## config.mk

```make
export PLATFORM = sky130hd
export DESIGN_NAME = dmem_arbiter
export DESIGN_NICKNAME = d
export VERILOG_FILES = /design/src/rtl/dmem_arbiter.sv
export SDC_FILE = /design/constraint.sdc
export NUM_CORES = 1
export LEC_CHECK = 0
export CORE_UTILIZATION = 45
export DETAILED_ROUTE_END_ITERATION = 7
export DONT_BUFFER_PORTS = 1
export SLEW_MARGIN = 15
export SYNTH_ARGS = -nofsm -noshare
export SYNTH_HDL_FRONTEND = slang
export SYNTH_SLANG_ARGS = --single-unit
```

## constraint.sdc

```tcl
create_clock -name clk -period 6 [get_ports clk]
set_input_delay 0.6 -clock clk [delete_from_list [all_inputs] [get_ports clk]]
set_output_delay 0.6 -clock clk [all_outputs]
set_load 0.005 [all_outputs]
```

## src/rtl/dmem_arbiter.sv

```systemverilog
// rtl/dmem_arbiter.sv - two-port data memory arbiter with lane alignment and starvation guard
module dmem_arbiter #(
    parameter int ADDR_W   = 32,
    parameter int MAX_WAIT = 8
) (
    input  logic              clk,
    input  logic              rst,
    input  logic              cpu_req_valid,
    output logic              cpu_req_ready,
    input  logic              cpu_req_we,
    input  logic [1:0]        cpu_req_size,
    input  logic [ADDR_W-1:0] cpu_req_addr,
    input  logic [31:0]       cpu_req_wdata,
    output logic              cpu_rvalid,
    output logic [31:0]       cpu_rdata,
    output logic              cpu_err,
    output logic              cpu_stall,
    input  logic              dbg_req_valid,
    output logic              dbg_req_ready,
    input  logic              dbg_req_we,
    input  logic [1:0]        dbg_req_size,
    input  logic [ADDR_W-1:0] dbg_req_addr,
    input  logic [31:0]       dbg_req_wdata,
    output logic              dbg_rvalid,
    output logic [31:0]       dbg_rdata,
    output logic              dbg_err,
    output logic              mem_en,
    output logic              mem_we,
    output logic [3:0]        mem_be,
    output logic [ADDR_W-1:0] mem_addr,
    output logic [31:0]       mem_wdata,
    input  logic [31:0]       mem_rdata
);
    typedef enum logic [1:0] {S_IDLE = 2'd0, S_ISSUE = 2'd1, S_RESP = 2'd2} state_t;
    localparam logic [7:0] LP_MAX_WAIT = 8'(MAX_WAIT);

    state_t            r_state, w_next_state;
    logic [7:0]        r_wait_cnt;
    logic              r_own_dbg, r_we, r_err;
    logic [1:0]        r_size, r_off;
    logic              r_mem_en, r_mem_we;
    logic [3:0]        r_mem_be;
    logic [ADDR_W-1:0] r_mem_addr;
    logic [31:0]       r_mem_wdata;
    logic              r_cpu_rvalid, r_dbg_rvalid, r_cpu_err, r_dbg_err;
    logic [31:0]       r_cpu_rdata, r_dbg_rdata;

    logic              w_idle, w_dbg_wins, w_grant_cpu, w_grant_dbg, w_accept;
    logic              w_sel_we, w_sel_err;
    logic [1:0]        w_sel_size;
    logic [ADDR_W-1:0] w_sel_addr;
    logic [31:0]       w_sel_wdata, w_wdata, w_shifted, w_masked, w_resp_data;
    logic [3:0]        w_be;

    // Readiness is gated by rst so nothing looks accepted while reset is held.
    assign w_idle      = (r_state == S_IDLE) && !rst;
    assign w_dbg_wins  = dbg_req_valid && (!cpu_req_valid || (r_wait_cnt == LP_MAX_WAIT));
    assign w_grant_dbg = w_idle && w_dbg_wins;
    assign w_grant_cpu = w_idle && cpu_req_valid && !w_dbg_wins;
    assign w_accept    = w_grant_cpu || w_grant_dbg;

    assign w_sel_we    = w_grant_dbg ? dbg_req_we    : cpu_req_we;
    assign w_sel_size  = w_grant_dbg ? dbg_req_size  : cpu_req_size;
    assign w_sel_addr  = w_grant_dbg ? dbg_req_addr  : cpu_req_addr;
    assign w_sel_wdata = w_grant_dbg ? dbg_req_wdata : cpu_req_wdata;

    always_comb begin
        w_sel_err = 1'b0;
        w_be      = 4'b1111;
        w_wdata   = w_sel_wdata;
        case (w_sel_size)
            2'b00: begin
                w_be    = 4'b0001 << w_sel_addr[1:0];
                w_wdata = {4{w_sel_wdata[7:0]}};
            end
            2'b01: begin
                w_sel_err = w_sel_addr[0];
                w_be      = w_sel_addr[1] ? 4'b1100 : 4'b0011;
                w_wdata   = {2{w_sel_wdata[15:0]}};
            end
            2'b10:   w_sel_err = |w_sel_addr[1:0];
            default: w_sel_err = 1'b1;
        endcase
    end

    assign w_shifted = mem_rdata >> {r_off, 3'b000};

    always_comb begin
        case (r_size)
            2'b00:   w_masked = {24'd0, w_shifted[7:0]};
            2'b01:   w_masked = {16'd0, w_shifted[15:0]};
            default: w_masked = w_shifted;
        endcase
    end

    assign w_resp_data = (r_err || r_we) ? 32'd0 : w_masked;

    always_ff @(posedge clk or posedge rst) begin
        if (rst) r_state <= S_IDLE;
        else     r_state <= w_next_state;
    end

    always_comb begin
        w_next_state = r_state;
        case (r_state)
            S_IDLE:  if (w_accept) w_next_state = S_ISSUE;
            S_ISSUE: w_next_state = S_RESP;
            S_RESP:  w_next_state = S_IDLE;
            default: w_next_state = S_IDLE;
        endcase
    end

    always_comb begin
        cpu_req_ready = w_grant_cpu;
        dbg_req_ready = w_grant_dbg;
        cpu_stall     = cpu_req_valid && !r_cpu_rvalid && !rst;
    end

    always_ff @(posedge clk or posedge rst) begin
        if (rst) begin
            r_wait_cnt   <= 8'd0;
            r_own_dbg    <= 1'b0;
            r_we         <= 1'b0;
            r_err        <= 1'b0;
            r_size       <= 2'b00;
            r_off        <= 2'b00;
            r_mem_en     <= 1'b0;
            r_mem_we     <= 1'b0;
            r_mem_be     <= 4'd0;
            r_mem_addr   <= '0;
            r_mem_wdata  <= 32'd0;
            r_cpu_rvalid <= 1'b0;
            r_dbg_rvalid <= 1'b0;
            r_cpu_err    <= 1'b0;
            r_dbg_err    <= 1'b0;
            r_cpu_rdata  <= 32'd0;
            r_dbg_rdata  <= 32'd0;
        end else begin
            r_cpu_rvalid <= 1'b0;
            r_dbg_rvalid <= 1'b0;
            if (dbg_req_valid && !w_grant_dbg)
                r_wait_cnt <= (r_wait_cnt == LP_MAX_WAIT) ? r_wait_cnt : r_wait_cnt + 8'd1;
            else
                r_wait_cnt <= 8'd0;
            if (w_accept) begin
                r_own_dbg   <= w_grant_dbg;
                r_we        <= w_sel_we;
                r_err       <= w_sel_err;
                r_size      <= w_sel_size;
                r_off       <= w_sel_addr[1:0];
                r_mem_en    <= !w_sel_err;
                r_mem_we    <= w_sel_we && !w_sel_err;
                r_mem_be    <= w_sel_err ? 4'd0 : w_be;
                r_mem_addr  <= w_sel_err ? '0 : {w_sel_addr[ADDR_W-1:2], 2'b00};
                r_mem_wdata <= w_sel_err ? 32'd0 : w_wdata;
            end
            if (r_state == S_ISSUE) begin
                r_mem_en    <= 1'b0;
                r_mem_we    <= 1'b0;
                r_mem_be    <= 4'd0;
                r_mem_addr  <= '0;
                r_mem_wdata <= 32'd0;
            end
            if (r_state == S_RESP) begin
                if (r_own_dbg) begin
                    r_dbg_rvalid <= 1'b1;
                    r_dbg_rdata  <= w_resp_data;
                    r_dbg_err    <= r_err;
                end else begin
                    r_cpu_rvalid <= 1'b1;
                    r_cpu_rdata  <= w_resp_data;
                    r_cpu_err    <= r_err;
                end
            end
        end
    end

    assign mem_en     = r_mem_en;
    assign mem_we     = r_mem_we;
    assign mem_be     = r_mem_be;
    assign mem_addr   = r_mem_addr;
    assign mem_wdata  = r_mem_wdata;
    assign cpu_rvalid = r_cpu_rvalid;
    assign cpu_rdata  = r_cpu_rdata;
    assign cpu_err    = r_cpu_err;
    assign dbg_rvalid = r_dbg_rvalid;
    assign dbg_rdata  = r_dbg_rdata;
    assign dbg_err    = r_dbg_err;
endmodule
```

==> results.json <==
{
  "synth-adder-area-share": 0.003226,
  "path_max_fanout": 63,
  "async_flop_share": 1.000,
  "cts_tree": "built",
  "cap_violations": 0,
  "hold_viol_final": 0,
  "path_buf_inv": 2,
  "worst-endpoint-arrival_ns": 3.47,
  "wl_per_cell_um": 22.78,
  "status": "finished, final reports clean",
  "p_comb_frac": 0.160,
  "clk_latency_ns": 0.43,
  "synthMuxAreaShare": 0.1497,
  "synth_top_area_frac": 0.4935,
  "fill_cells": 1592,
  "p_leak_nw": 3.955,
  "critPathKind": "register to primary output",
  "design.core.area_um2": 16700,
  "synth-edff-count": 0,
  "antenna_found_initial": 0,
  "route.detailed.drc": 0,
  "htree_levels": 4,
  "ctsResizeCount": 0,
  "slowest_delay_ns": 0.93,
  "final_nets": 966,
  "power_density_nw_per_um2": 360.9,
  "dieArea_um2": 17770,
  "cts_made_buffers": 17,
  "place_hpwl_um": 16940,
  "grt_first_pass_wirelength_um": 36250,
  "hold_buffers": 0,
  "cts_max_path_buffers": 2,
  "setup_viol_count_final": 0,
  "p_clk_frac": 0.361,
  "synth_xor_area_frac": 0.009032,
  "first_iter_violations": 341,
  "start_kind": "register",
  "max_freq_ghz": 0.2455,
  "yosysMostFrequentCell": "nand2_1",
  "p_int_w": 0.002045,
  "clkTransAtPathRegs_ns": 0.07,
  "vias_per_cell": 6.014,
  "vias": 6176,
  "slew_viol_final": 0,
  "cts_setup_buffers": 0,
  "ir_worst_vdd_mv": 0.2010,
  "drt-total-wl_um": 23400,
  "synth_common_cells": "nand2_1 (187), dfrtp_1 (153), o21ai_0 (136)",
  "cts_root_buf": "clkbuf_16",
  "yosysTopAreaCell": "dfrtp_1",
  "crit_chain": "inv_1, ha_1, or4b_1, a2bb2oi_2, or2_4, inv_4",
  "maxSlewHeadroom": 0.2330,
  "first_pass_iters": 5,
  "rows": 47,
  "grt_max_degree": 90,
  "synth_area_leaders": "dfrtp_1 (49%), mux2i_1 (13%), nand2_1 (9.0%)",
  "post-route-min-period_ns": 4.073,
  "min_period_over_period": 0.6788,
  "grt-ovfl-total": 0,
  "share_seq_of_total_power": 0.479,
  "synth_simple_gate_area_frac": 0.1479,
  "syn_area_um2": 7757,
  "post-route-util": 0.5079,
  "yosysWarnings": 0,
  "switching_share": 0.3319,
  "synth_cell_types": 50,
  "hold_path.class": "input port to asynchronous set/reset pin",
  "worstSetupEndpointType": "primary output",
  "timing.setup.tns_ns": 0,
  "synth-main-ff-cell": "dfrtp_1",
  "avgSynthCellArea_um2": 9.346,
  "synth_top_family_by_area": "compound AO/OA/AOI/OAI gates",
  "die_h_um": 133.3,
  "critical-path-top-delay-family": "simple AND/OR/NAND/NOR gates",
  "port_buffers": 0,
  "postSynthCellCount": 830,
  "rsz0062_at_grt": "no",
  "p_total_w": 0.003061,
  "cts_sinks": 153,
  "p_switching_w": 0.001016,
  "final_antenna_net_count": 0,
  "clock_skew_ns": 0.01497,
  "startpoint": "r_wait_cnt[0]$_DFFE_PP0P_",
  "slowest_stage": "or2_4",
  "ys_seq_elements": 153,
  "grt_usage": 0.2672,
  "layout-drive-gt1-share": 0.08055,
  "die_x_um": 133.3,
  "synth_compound_area_frac": 0.1540,
  "ios": 311,
  "diodes": 0,
  "grt_pass1_vias": 6397,
  "gp_congestion": 0.9502,
  "worstPathRequired_ns": 5.40,
  "worstMarginPinSlew_ns": 1.149,
  "seq_area_frac_synth": 0.4935,
  "syn2layout_area_growth_pct": 9.339,
  "reg2reg_from": "r_wait_cnt[0]$_DFFE_PP0P_",
  "start_util": 0.4645
}
-- placed cells by master (no fill, tap or decap), types with 3 or more instances in the layout --
cell type,Yosys,final
a31oi_1,16,16
o21ai_0,136,136
nor4_1,14,14
mux2i_1,98,98
inv_8,0,4
nor2_1,20,19
o31ai_1,3,3
clkbuf_16,0,17
or3_1,11,11
nor3b_1,3,3
xnor2_1,5,5
buf_4,2,5
o22a_1,10,10
clkinv_8,0,5
nor2b_1,4,4
inv_6,0,4
o22ai_1,5,5
mux2_2,16,16
o21ai_1,18,18
a21oi_1,8,8
nand3_1,5,5
nor3_1,4,4
xor2_1,3,3
inv_1,14,13
dfrtp_1,153,153
o21a_1,5,5
nand2_1,187,187
-- layer usage --
| layer | track usage | up-vias | wire length (um) | part of all wire |
|---|---|---|---|---|
| met2 | 0.4615 | 284 | 11800 | 0.50 |
| met1 | 0.2984 | 3021 | 8723 | 0.37 |
| met3 | 0.1012 | 40 | 2293 | 0.098 |
| li1 | - | 2831 | - | - |
| met4 | 0.09975 | 0 | 584 | 0.025 |
| met5 | 0 | - | 0 | 0 |
-- flip-flops by register name (all words and copies together) (netlist names) --
| register | count |
|---|---|
| r_own_dbg | 1 |
| mem_addr | 30 |
| dbg_err | 1 |
| cpu_rvalid | 1 |
| r_err | 1 |
| r_size | 2 |
| r_we | 1 |
| dbg_rvalid | 1 |
| cpu_err | 1 |
| r_wait_cnt | 8 |
| mem_en | 1 |
| mem_wdata | 32 |
| dbg_rdata | 32 |
| r_off | 2 |
| cpu_rdata | 32 |
| mem_we | 1 |
| r_state | 2 |
| mem_be | 4 |
-- area by class of cell --
type	count	area (um2)	share of cell area
tap	220	275.3	0.03245
clock inverter	15	198.9	0.02345
clock buffer	17	425.4	0.05015
sequential	153	3829	0.4514
multi-input combinational	601	3625	0.4273
timing repair buffer	6	65.06	0.007671
inverter	15	63.81	0.007523
-- cell families after synthesis --
family | count (synthesis)
compound gates | 212
xor+xnor | 8
fa+ha+maj | 2
buf+inv | 77
flops | 153
mux | 114
other cells | 1
simple gates | 263
-- path summary, 6_finish.rpt --
path                                                   to  cells after the start  slack, ns
worst max-delay path                        dbg_req_ready                      6       1.93
worst min-delay path             mem_addr[15]$_DFFE_PP0P_                      1       0.21
worst max register to register  mem_wdata[15]$_DFFE_PP0P_                      8       2.23
worst min register to register  dbg_rdata[25]$_DFFE_PP0P_                      2       0.51
max in group asynchronous       dbg_rdata[28]$_DFFE_PP0P_                      2       4.48
min in group clk                    r_size[0]$_DFFE_PP0P_                      2       0.33
-- power by group through the flow --
stage | logic, W | clock network, W | registers [W]
after floorplan | 0.000401 | 0 | 0.00141
after global placement | 0.000468 | 0 | 0.00148
after detailed placement | 0.000490 | 0 | 0.00149
after CTS | 0.000491 | 0.00113 | 0.00147
after global routing | 0.000565 | 0.00117 | 0.00149
final | 0.000489 | 0.00111 | 0.00147
-- per-stage QoR --
stage	setup WS, ns	hold WS [ns]	cell area [um2]	instances
global route	1.719	0.2636	8482	1027
detailed placement	2.047	0.4998	7828	994
finish	1.927	0.2072	8482	1027
floorplan	1.279	0.4662	7761	831
global placement	2.259	0.4887	7828	994
CTS	1.952	0.2298	8452	1026
Power figures use the tool's default switching activity.
